==> config.mk <==
export PLATFORM = sky130hd
export DESIGN_NAME = add_nibble_seq
export DESIGN_NICKNAME = d
export VERILOG_FILES = /design/src/rtl/add_nibble_seq.sv
export SDC_FILE = /design/constraint.sdc
export NUM_CORES = 1
export LEC_CHECK = 0
export BUFFER_PORTS_ARGS = -buffer_cell sky130_fd_sc_hd__buf_2
export CORE_ASPECT_RATIO = 1.4
export CORE_UTILIZATION = 25
export CTS_CLUSTER_DIAMETER = 80
export CTS_CLUSTER_SIZE = 14
export DETAILED_ROUTE_END_ITERATION = 12
export GPL_ROUTABILITY_DRIVEN = 0
export SLEW_MARGIN = 40
export SYNTH_ARGS = -nofsm -noshare
export SYNTH_HDL_FRONTEND = slang
export SYNTH_HIERARCHICAL = 1
export SYNTH_SLANG_ARGS = --single-unit
==> constraint.sdc <==
create_clock -name clk -period 3.19 [get_ports clk]
set_input_delay 0.957 -clock clk [delete_from_list [all_inputs] [get_ports clk]]
set_output_delay 0.957 -clock clk [all_outputs]
set_load 0.02 [all_outputs]
==> src/rtl/add_nibble_seq.sv <==
// Nibble-serial add/subtract sequencer sharing one 4-bit CLA slice.
// Optional signed saturation; start/busy/done handshake.
module adder_cla_4bit (
  input  logic [3:0] a,
  input  logic [3:0] b,
  input  logic       cin,
  output logic [3:0] sum,
  output logic       cout,
  output logic       ovfl
);
  logic [3:0] g;
  logic [3:0] p;
  logic [4:0] c;

  assign g = a & b;
  assign p = a ^ b;
  assign c[0] = cin;
  assign c[1] = g[0] | (p[0] & c[0]);
  assign c[2] = g[1] | (p[1] & g[0])
              | (p[1] & p[0] & c[0]);
  assign c[3] = g[2] | (p[2] & g[1])
              | (p[2] & p[1] & g[0])
              | (p[2] & p[1] & p[0] & c[0]);
  assign c[4] = g[3] | (p[3] & g[2])
              | (p[3] & p[2] & g[1])
              | (p[3] & p[2] & p[1] & g[0])
              | (p[3] & p[2] & p[1] & p[0] & c[0]);
  assign sum  = p ^ c[3:0];
  assign cout = c[4];
  assign ovfl = c[4] ^ c[3];
endmodule

module add_nibble_seq #(
  parameter int NIBBLES = 4
) (
  input  logic                 clk,
  input  logic                 rst,
  input  logic                 start,
  input  logic [4*NIBBLES-1:0] a,
  input  logic [4*NIBBLES-1:0] b,
  input  logic                 sub,
  input  logic                 sat,
  output logic                 busy,
  output logic                 done,
  output logic [4*NIBBLES-1:0] result,
  output logic                 cout,
  output logic                 ovfl
);
  localparam int W  = 4 * NIBBLES;
  localparam int IW = (NIBBLES > 1) ? $clog2(NIBBLES) : 1;
  localparam logic [IW-1:0] LAST = IW'(NIBBLES - 1);

  typedef enum logic [1:0] {
    IDLE = 2'd0,
    RUN  = 2'd1,
    DONE = 2'd2
  } state_t;

  state_t state_q, state_d;

  logic [NIBBLES-1:0][3:0] a_q;
  logic [NIBBLES-1:0][3:0] b_q;
  logic [NIBBLES-1:0][3:0] part_q;
  logic [NIBBLES-1:0][3:0] full;
  logic                    sub_q;
  logic                    sat_q;
  logic                    carry_q;
  logic [IW-1:0]           idx_q;

  logic [3:0] an;
  logic [3:0] bn;
  logic [3:0] sum_n;
  logic       co_n;
  logic       ov_n;
  logic       accept;
  logic       last;
  logic [W-1:0] sat_val;

  assign accept = start && (state_q == IDLE || state_q == DONE);
  assign last   = (idx_q == LAST);
  assign an     = a_q[idx_q];
  assign bn     = sub_q ? ~b_q[idx_q] : b_q[idx_q];

  adder_cla_4bit u_cla (
    .a    (an),
    .b    (bn),
    .cin  (carry_q),
    .sum  (sum_n),
    .cout (co_n),
    .ovfl (ov_n)
  );

  // saturate toward the sign of a: positive max or negative min
  assign sat_val = {a_q[NIBBLES-1][3], {(W-1){~a_q[NIBBLES-1][3]}}};

  always_comb begin
    full = part_q;
    full[idx_q] = sum_n;
  end

  always_comb begin
    state_d = state_q;
    unique case (state_q)
      IDLE:    if (start) state_d = RUN;
      RUN:     if (last) state_d = DONE;
      DONE:    state_d = start ? RUN : IDLE;
      default: state_d = IDLE;
    endcase
  end

  always_ff @(posedge clk) begin
    if (rst) begin
      state_q <= IDLE;
      busy    <= 1'b0;
      done    <= 1'b0;
      result  <= '0;
      cout    <= 1'b0;
      ovfl    <= 1'b0;
      a_q     <= '0;
      b_q     <= '0;
      part_q  <= '0;
      sub_q   <= 1'b0;
      sat_q   <= 1'b0;
      carry_q <= 1'b0;
      idx_q   <= '0;
    end else begin
      state_q <= state_d;
      busy    <= (state_d == RUN);
      done    <= (state_d == DONE);
      if (accept) begin
        a_q     <= a;
        b_q     <= b;
        sub_q   <= sub;
        sat_q   <= sat;
        carry_q <= sub;
        idx_q   <= '0;
        part_q  <= '0;
        result  <= '0;
        cout    <= 1'b0;
        ovfl    <= 1'b0;
      end else if (state_q == RUN) begin
        part_q  <= full;
        carry_q <= co_n;
        if (last) begin
          cout   <= co_n;
          ovfl   <= ov_n;
          result <= (sat_q && ov_n) ? sat_val : full;
        end else begin
          idx_q <= idx_q + IW'(1);
        end
      end
    end
  end
endmodule

==> results of run 1 <==
state kept, by name, summed over array words and instances (netlist names), 2 cells and up:
| name | flops |
|---|---|
| a_q | 16 |
| b_q | 16 |
| result | 16 |
| part_q | 12 |
| idx_q | 2 |
| state_q | 2 |
report_power, final:
part | switching, mW | internal (mW)
Sequential | 0.0253 | 0.926
Clock | 0.338 | 0.594
Combinational | 0.157 | 0.113
Total | 0.520 | 1.63
metal layers:
metal	vias up	global-route usage, %	share of wire, %
met2	45	20.7	52
met3	8	3.03	3.8
met5	-	0	0
met4	0	5.22	1.2
li1	1304	-	-
met1	1179	13.1	43
synth_stat cells, drive strengths merged:
cell type  instances  area share, %
nand2             86             10
dfxtp             71             44
a21oi             49            7.6
nor2              24            2.8
buf               17            3.4
clkbuf            14            1.6
a211oi            13            4.1
mux2i             13            4.0
a211o              8            2.2
ha                 8            3.1
mux4               8            5.6
inv                6           0.70
mux2               5            1.9
nand3b             5            1.2
xor2               5            1.4
nor3               4           0.62
o211ai             4           0.93
xnor2              3           0.81
a21o               2           0.54
and3b              2           0.54
nand2b             2           0.39
nor2b              2           0.39
a31oi              1           0.19
and2               1           0.19
and3               1           0.19
fa                 1           0.62
nand3              1           0.15
nor3b              1           0.39
o21ai              1           0.15
o21bai             1           0.35
how the worst max path moves through the flow:
stage | slack [ns] | depth (start not counted) | to
6_report | 0.18 | 9 | result[0]
5_1_grt | 0.02 | 9 | result[0]
4_1_cts | 0.10 | 9 | result[0]
3_5_place_dp | 0.12 | 9 | result[0]
3_3_place_gp | 0.20 | 9 | result[5]
2_1_floorplan | 0.13 | 11 | result[10]
critical path: stages (launching register included):
cell and delay [ns]:
dfxtp_2 0.38, buf_4 0.22, mux4_2 0.55, ha_1 0.36
o21ai_0 0.24, o21bai_2 0.13, mux2_4 0.34, and3_1 0.29
a211o_1 0.31, a21oi_1 0.13
cell families after synthesis:
family,count (synthesis)
DFF,71
muxes,26
and+or+nand+nor,129
adders and majority gates,9
buffers and inverters,37
xor gates and xnor gates,8
AOI/OAI and AO/OA,79
per-stage QoR:
| stage | setup WS [ns] | hold slack [ns] |
|---|---|---|
| 2_1_floorplan | 0.127 | 0.433 |
| 3_3_place_gp | 0.199 | 0.445 |
| 3_5_place_dp | 0.117 | 0.443 |
| 4_1_cts | 0.101 | 0.451 |
| 5_1_grt | 0.0223 | 0.463 |
| 6_report | 0.182 | 0.449 |
layout make-up:
class / instances / area, sq um
Tap cell: 150 / 188
Sequential cell: 71 / 1420
Clock buffer: 10 / 229
Multi-Input combinational cell: 251 / 1620
Fill cell: 1271 / 8560
Timing Repair Buffer: 64 / 340
Inverter: 6 / 22.5
Clock inverter: 4 / 48.8
==> flow_summary.json, run 1 <==
{
  "grt_pass1_vias": 2531,
  "crit_required_ns": 3.44,
  "syn_area_per_cell_sq_um": 8.99,
  "coreArea_sq_um": 12400,
  "synth-compound-area-share_pct": 16.0,
  "synth_cells": 359,
  "synth_simple_gate_area_share_pct": 16.8,
  "synth-xor-area-share_pct": 2.17,
  "cts_buffers": 9,
  "cts-hold-fix-buffers": 0,
  "synth_mux_area_share_pct": 11.5,
  "cts-root-buf": "clkbuf_16",
  "p_total_mw": 2.15,
  "start_kind": "register",
  "post-route-min-period_ns": 3.01,
  "finalInstanceArea_sq_um": 3880,
  "worstHoldPathCells": 2,
  "crit_arrival_ns": 3.26,
  "setup_viol": 0,
  "critPathMaxFanout": 9,
  "design.die.area_sq_um": 13400,
  "pwr_density_cell_nw_per_um2": 555,
  "hold_end": "result[2]",
  "antenna_found_initial": 0,
  "yosys_warnings": 6,
  "finalClockSkew_ns": 0.00688,
  "routedWlPerCell_microns": 13.4,
  "nets": 449,
  "start_util_pct": 26.0,
  "tightest_slew_ns": 0.586,
  "dpl_cell_area_sq_um": 3600,
  "clk_latency_ns": 0.32,
  "routed_wl_microns": 7430,
  "ant_nets": 0,
  "synth-seq-cells": 71,
  "hp-start": "result[2]",
  "gr-total-overflow": 0,
  "dp.cells": 542,
  "vias": 2536,
  "chipWidth_microns": 98.0,
  "drv_cap": 0,
  "slew_headroom_pct": 60.6,
  "mostFrequentLayoutCells": "nand2_1 (86), dfxtp_1 (69), buf_2 (56)",
  "diodes": 0,
  "grt_util_all_layers_pct": 11.7,
  "syn_nets": 405,
  "drive_gt1_share_pct": 25.6,
  "instances_no_fill": 556,
  "drt_iter0_drc": 50,
  "io_pins": 57,
  "worstReg2RegStart": "idx_q[0]",
  "cts_setup_buffers": 0,
  "final-max-slew-violation-count": 0,
  "syn2layout_area_growth_pct": 20.1,
  "rsz0062_at_grt": "no",
  "grt_max_degree": 40,
  "yosysSeqAreaShare_pct": 44.0,
  "worstSetupStartpoint": "idx_q[0]",
  "hold_viol": 0,
  "vias_per_cell": 4.56,
  "clock.fmax_mhz": 332,
  "synth_top_family_by_area": "simple AND/OR/NAND/NOR gates",
  "r2r_slack_ns": 0.18,
  "max-clock-path-buffers": 2,
  "synthDistinctLibCells": 35,
  "violations": "design-rule violations",
  "hold_path_class": "register to register",
  "grt_pass1_wl_microns": 12200,
  "peakVddDrop_v": 0.000222,
  "post-route-util_pct": 31.2,
  "drtPass1Iterations": 9,
  "die_height_microns": 136,
  "h-tree-depth": 3,
  "port-buffer-count": 56,
  "setup_tns_ns": 0,
  "cp-end-kind": "register",
  "drc": 3,
  "reg2reg_to": "result[0]",
  "cts_resized": 0,
  "synthAdderAreaFrac_pct": 3.72,
  "row_count": 48,
  "leakage_nw": 1.57,
  "path_class": "register to register",
  "cts_sinks": 71,
  "cts_tree": "built",
  "outcome": "finished, violations left",
  "final_common_cell": "nand2_1",
  "hpwl_microns": 5540,
  "fin_crit_sh_pct": 94.3,
  "r2r.worst_path.cells": 9,
  "clkTransAtPathRegs_ns": 0.05,
  "synth.cell_area_sq_um": 3230
}
No activity file was read; power rests on OpenSTA's default activity.
==> run 2, diff against run 1 <==
--- a/config.mk
+++ b/config.mk
@@ -7,7 +7,7 @@
 export LEC_CHECK = 0
 export BUFFER_PORTS_ARGS = -buffer_cell sky130_fd_sc_hd__buf_2
 export CORE_ASPECT_RATIO = 1.4
-export CORE_UTILIZATION = 25
+export CORE_UTILIZATION = 35
 export CTS_CLUSTER_DIAMETER = 80
 export CTS_CLUSTER_SIZE = 14
 export DETAILED_ROUTE_END_ITERATION = 12
==> flow_summary.json, run 2 (same netlist as run 1, synthesis figures left out) <==
{
  "start_util_pct": 36.0,
  "diodes": 0,
  "start_kind": "register",
  "grt_pass1_vias": 2526,
  "syn2layout_area_growth_pct": 21.0,
  "cts_buffers": 9,
  "row_count": 41,
  "gr-total-overflow": 0,
  "drtPass1Iterations": 4,
  "drv_cap": 0,
  "path_class": "register to register",
  "top_regs": "a_q: 16 flops, b_q: 16 flops, result: 16 flops",
  "mostFrequentLayoutCells": "nand2_1 (85), dfxtp_1 (70), buf_2 (56)",
  "cts-hold-fix-buffers": 0,
  "antenna_found_initial": 0,
  "outcome": "completed",
  "io_pins": 57,
  "setup_viol": 0,
  "final-max-slew-violation-count": 0,
  "setup_tns_ns": 0,
  "cts_tree": "built",
  "crit_required_ns": 3.45,
  "drc": 0,
  "grt_max_degree": 40,
  "design.die.area_sq_um": 9620,
  "routedWlPerCell_microns": 13.1,
  "drt_iter0_drc": 114,
  "hold_path_class": "register to register",
  "vias": 2534,
  "dpl_cell_area_sq_um": 3560,
  "hpwl_microns": 4910,
  "slew_headroom_pct": 61.7,
  "die_height_microns": 116,
  "max-clock-path-buffers": 2,
  "routed_wl_microns": 6780,
  "post-route-min-period_ns": 2.99,
  "h-tree-depth": 3,
  "clk_latency_ns": 0.33,
  "grt_util_all_layers_pct": 15.2,
  "drive_gt1_share_pct": 26.3,
  "vias_per_cell": 4.90,
  "port-buffer-count": 56,
  "cts_sinks": 71,
  "ant_nets": 0,
  "cts-root-buf": "clkbuf_16",
  "peakVddDrop_v": 0.000339,
  "fin_crit_sh_pct": 93.7,
  "chipWidth_microns": 83.2,
  "leakage_nw": 1.61,
  "coreArea_sq_um": 8980,
  "finalClockSkew_ns": 0.00480,
  "critPathMaxFanout": 9,
  "tightest_slew_ns": 0.570,
  "hold_viol": 0,
  "clock.fmax_mhz": 335,
  "finalInstanceArea_sq_um": 3910,
  "final_common_cell": "nand2_1",
  "pwr_density_cell_nw_per_um2": 602,
  "clkTransAtPathRegs_ns": 0.05,
  "nets": 451,
  "rsz0062_at_grt": "no",
  "grt_pass1_wl_microns": 11600,
  "crit_arrival_ns": 3.25,
  "cp-end-kind": "register"
}
[run 2: changes by cell type in the layout (fill, tap and decap cells not counted), sizes merged]
cell and delta:
buf +2, bufinv +1, clkbuf +4, clkinv -3
[run 2: final cells by class]
cell class | count | area [sq um]
inverters | 6 | 22.5
flip-flops and latches | 71 | 1420
clock inverters | 2 | 60.1
clock buffers | 14 | 284
multi-input cells | 251 | 1630
well taps | 107 | 134
fillers | 867 | 5070
repair buffers | 66 | 355
[run 2: final timing paths]
path / startpoint / to / slack [ns] / cells past startpoint
worst max-delay path: idx_q[0] / result[9] / 0.20 / 9
worst max register to register: idx_q[0] / result[9] / 0.20 / 9
worst min register to register: result[2] / result[2] / 0.45 / 2
worst min-delay path: result[2] / result[2] / 0.45 / 2
[run 2: what timing repair did]
action / CTS / global route
setup endpoints to repair: 0 / 12
gates resized for setup: 0 / 2
buffers inserted: 0 / 0
[run 2: power breakdown]
group	switching (mW)	internal [mW]	leakage [nW]	total [mW]
clock	0.361	0.770	0.169	1.13
combinational	0.154	0.114	0.862	0.269
sequential	0.0255	0.925	0.579	0.951
total	0.540	1.81	1.61	2.35
[run 2: critical path, stage by stage (launching register included)]
cell,delay [ns]
dfxtp_2,0.39
buf_4,0.19
mux4_2,0.52
ha_1,0.35
a211oi_2,0.25
o21bai_2,0.14
mux2_4,0.35
and3_1,0.30
a211o_1,0.32
a21oi_1,0.11
[run 2: metal layers]
layer	wire length [microns]	share of wire [%]	up-vias	GRT usage, %
li1	-	-	1306	-
met3	328	4.8	10	4.20
met5	0	0	-	0
met2	3420	50	57	27.0
met1	2900	43	1161	17.4
met4	128	1.9	0	6.21
[run 2: through the flow]
| stage | power, mW | setup slack, ns | hold slack (ns) | instances | utilization [%] |
|---|---|---|---|---|---|
| 2_1_floorplan | 1.16 | 0.127 | 0.433 | 359 | - |
| 3_3_place_gp | 1.23 | 0.220 | 0.443 | 500 | 39.5 |
| 3_5_place_dp | 1.24 | 0.118 | 0.444 | 501 | 39.6 |
| 4_1_cts | 2.37 | 0.0901 | 0.452 | 517 | 43.5 |
| 5_1_grt | 2.44 | 0.0328 | 0.473 | 517 | 43.5 |
| 6_report | 2.35 | 0.201 | 0.448 | 517 | 43.5 |
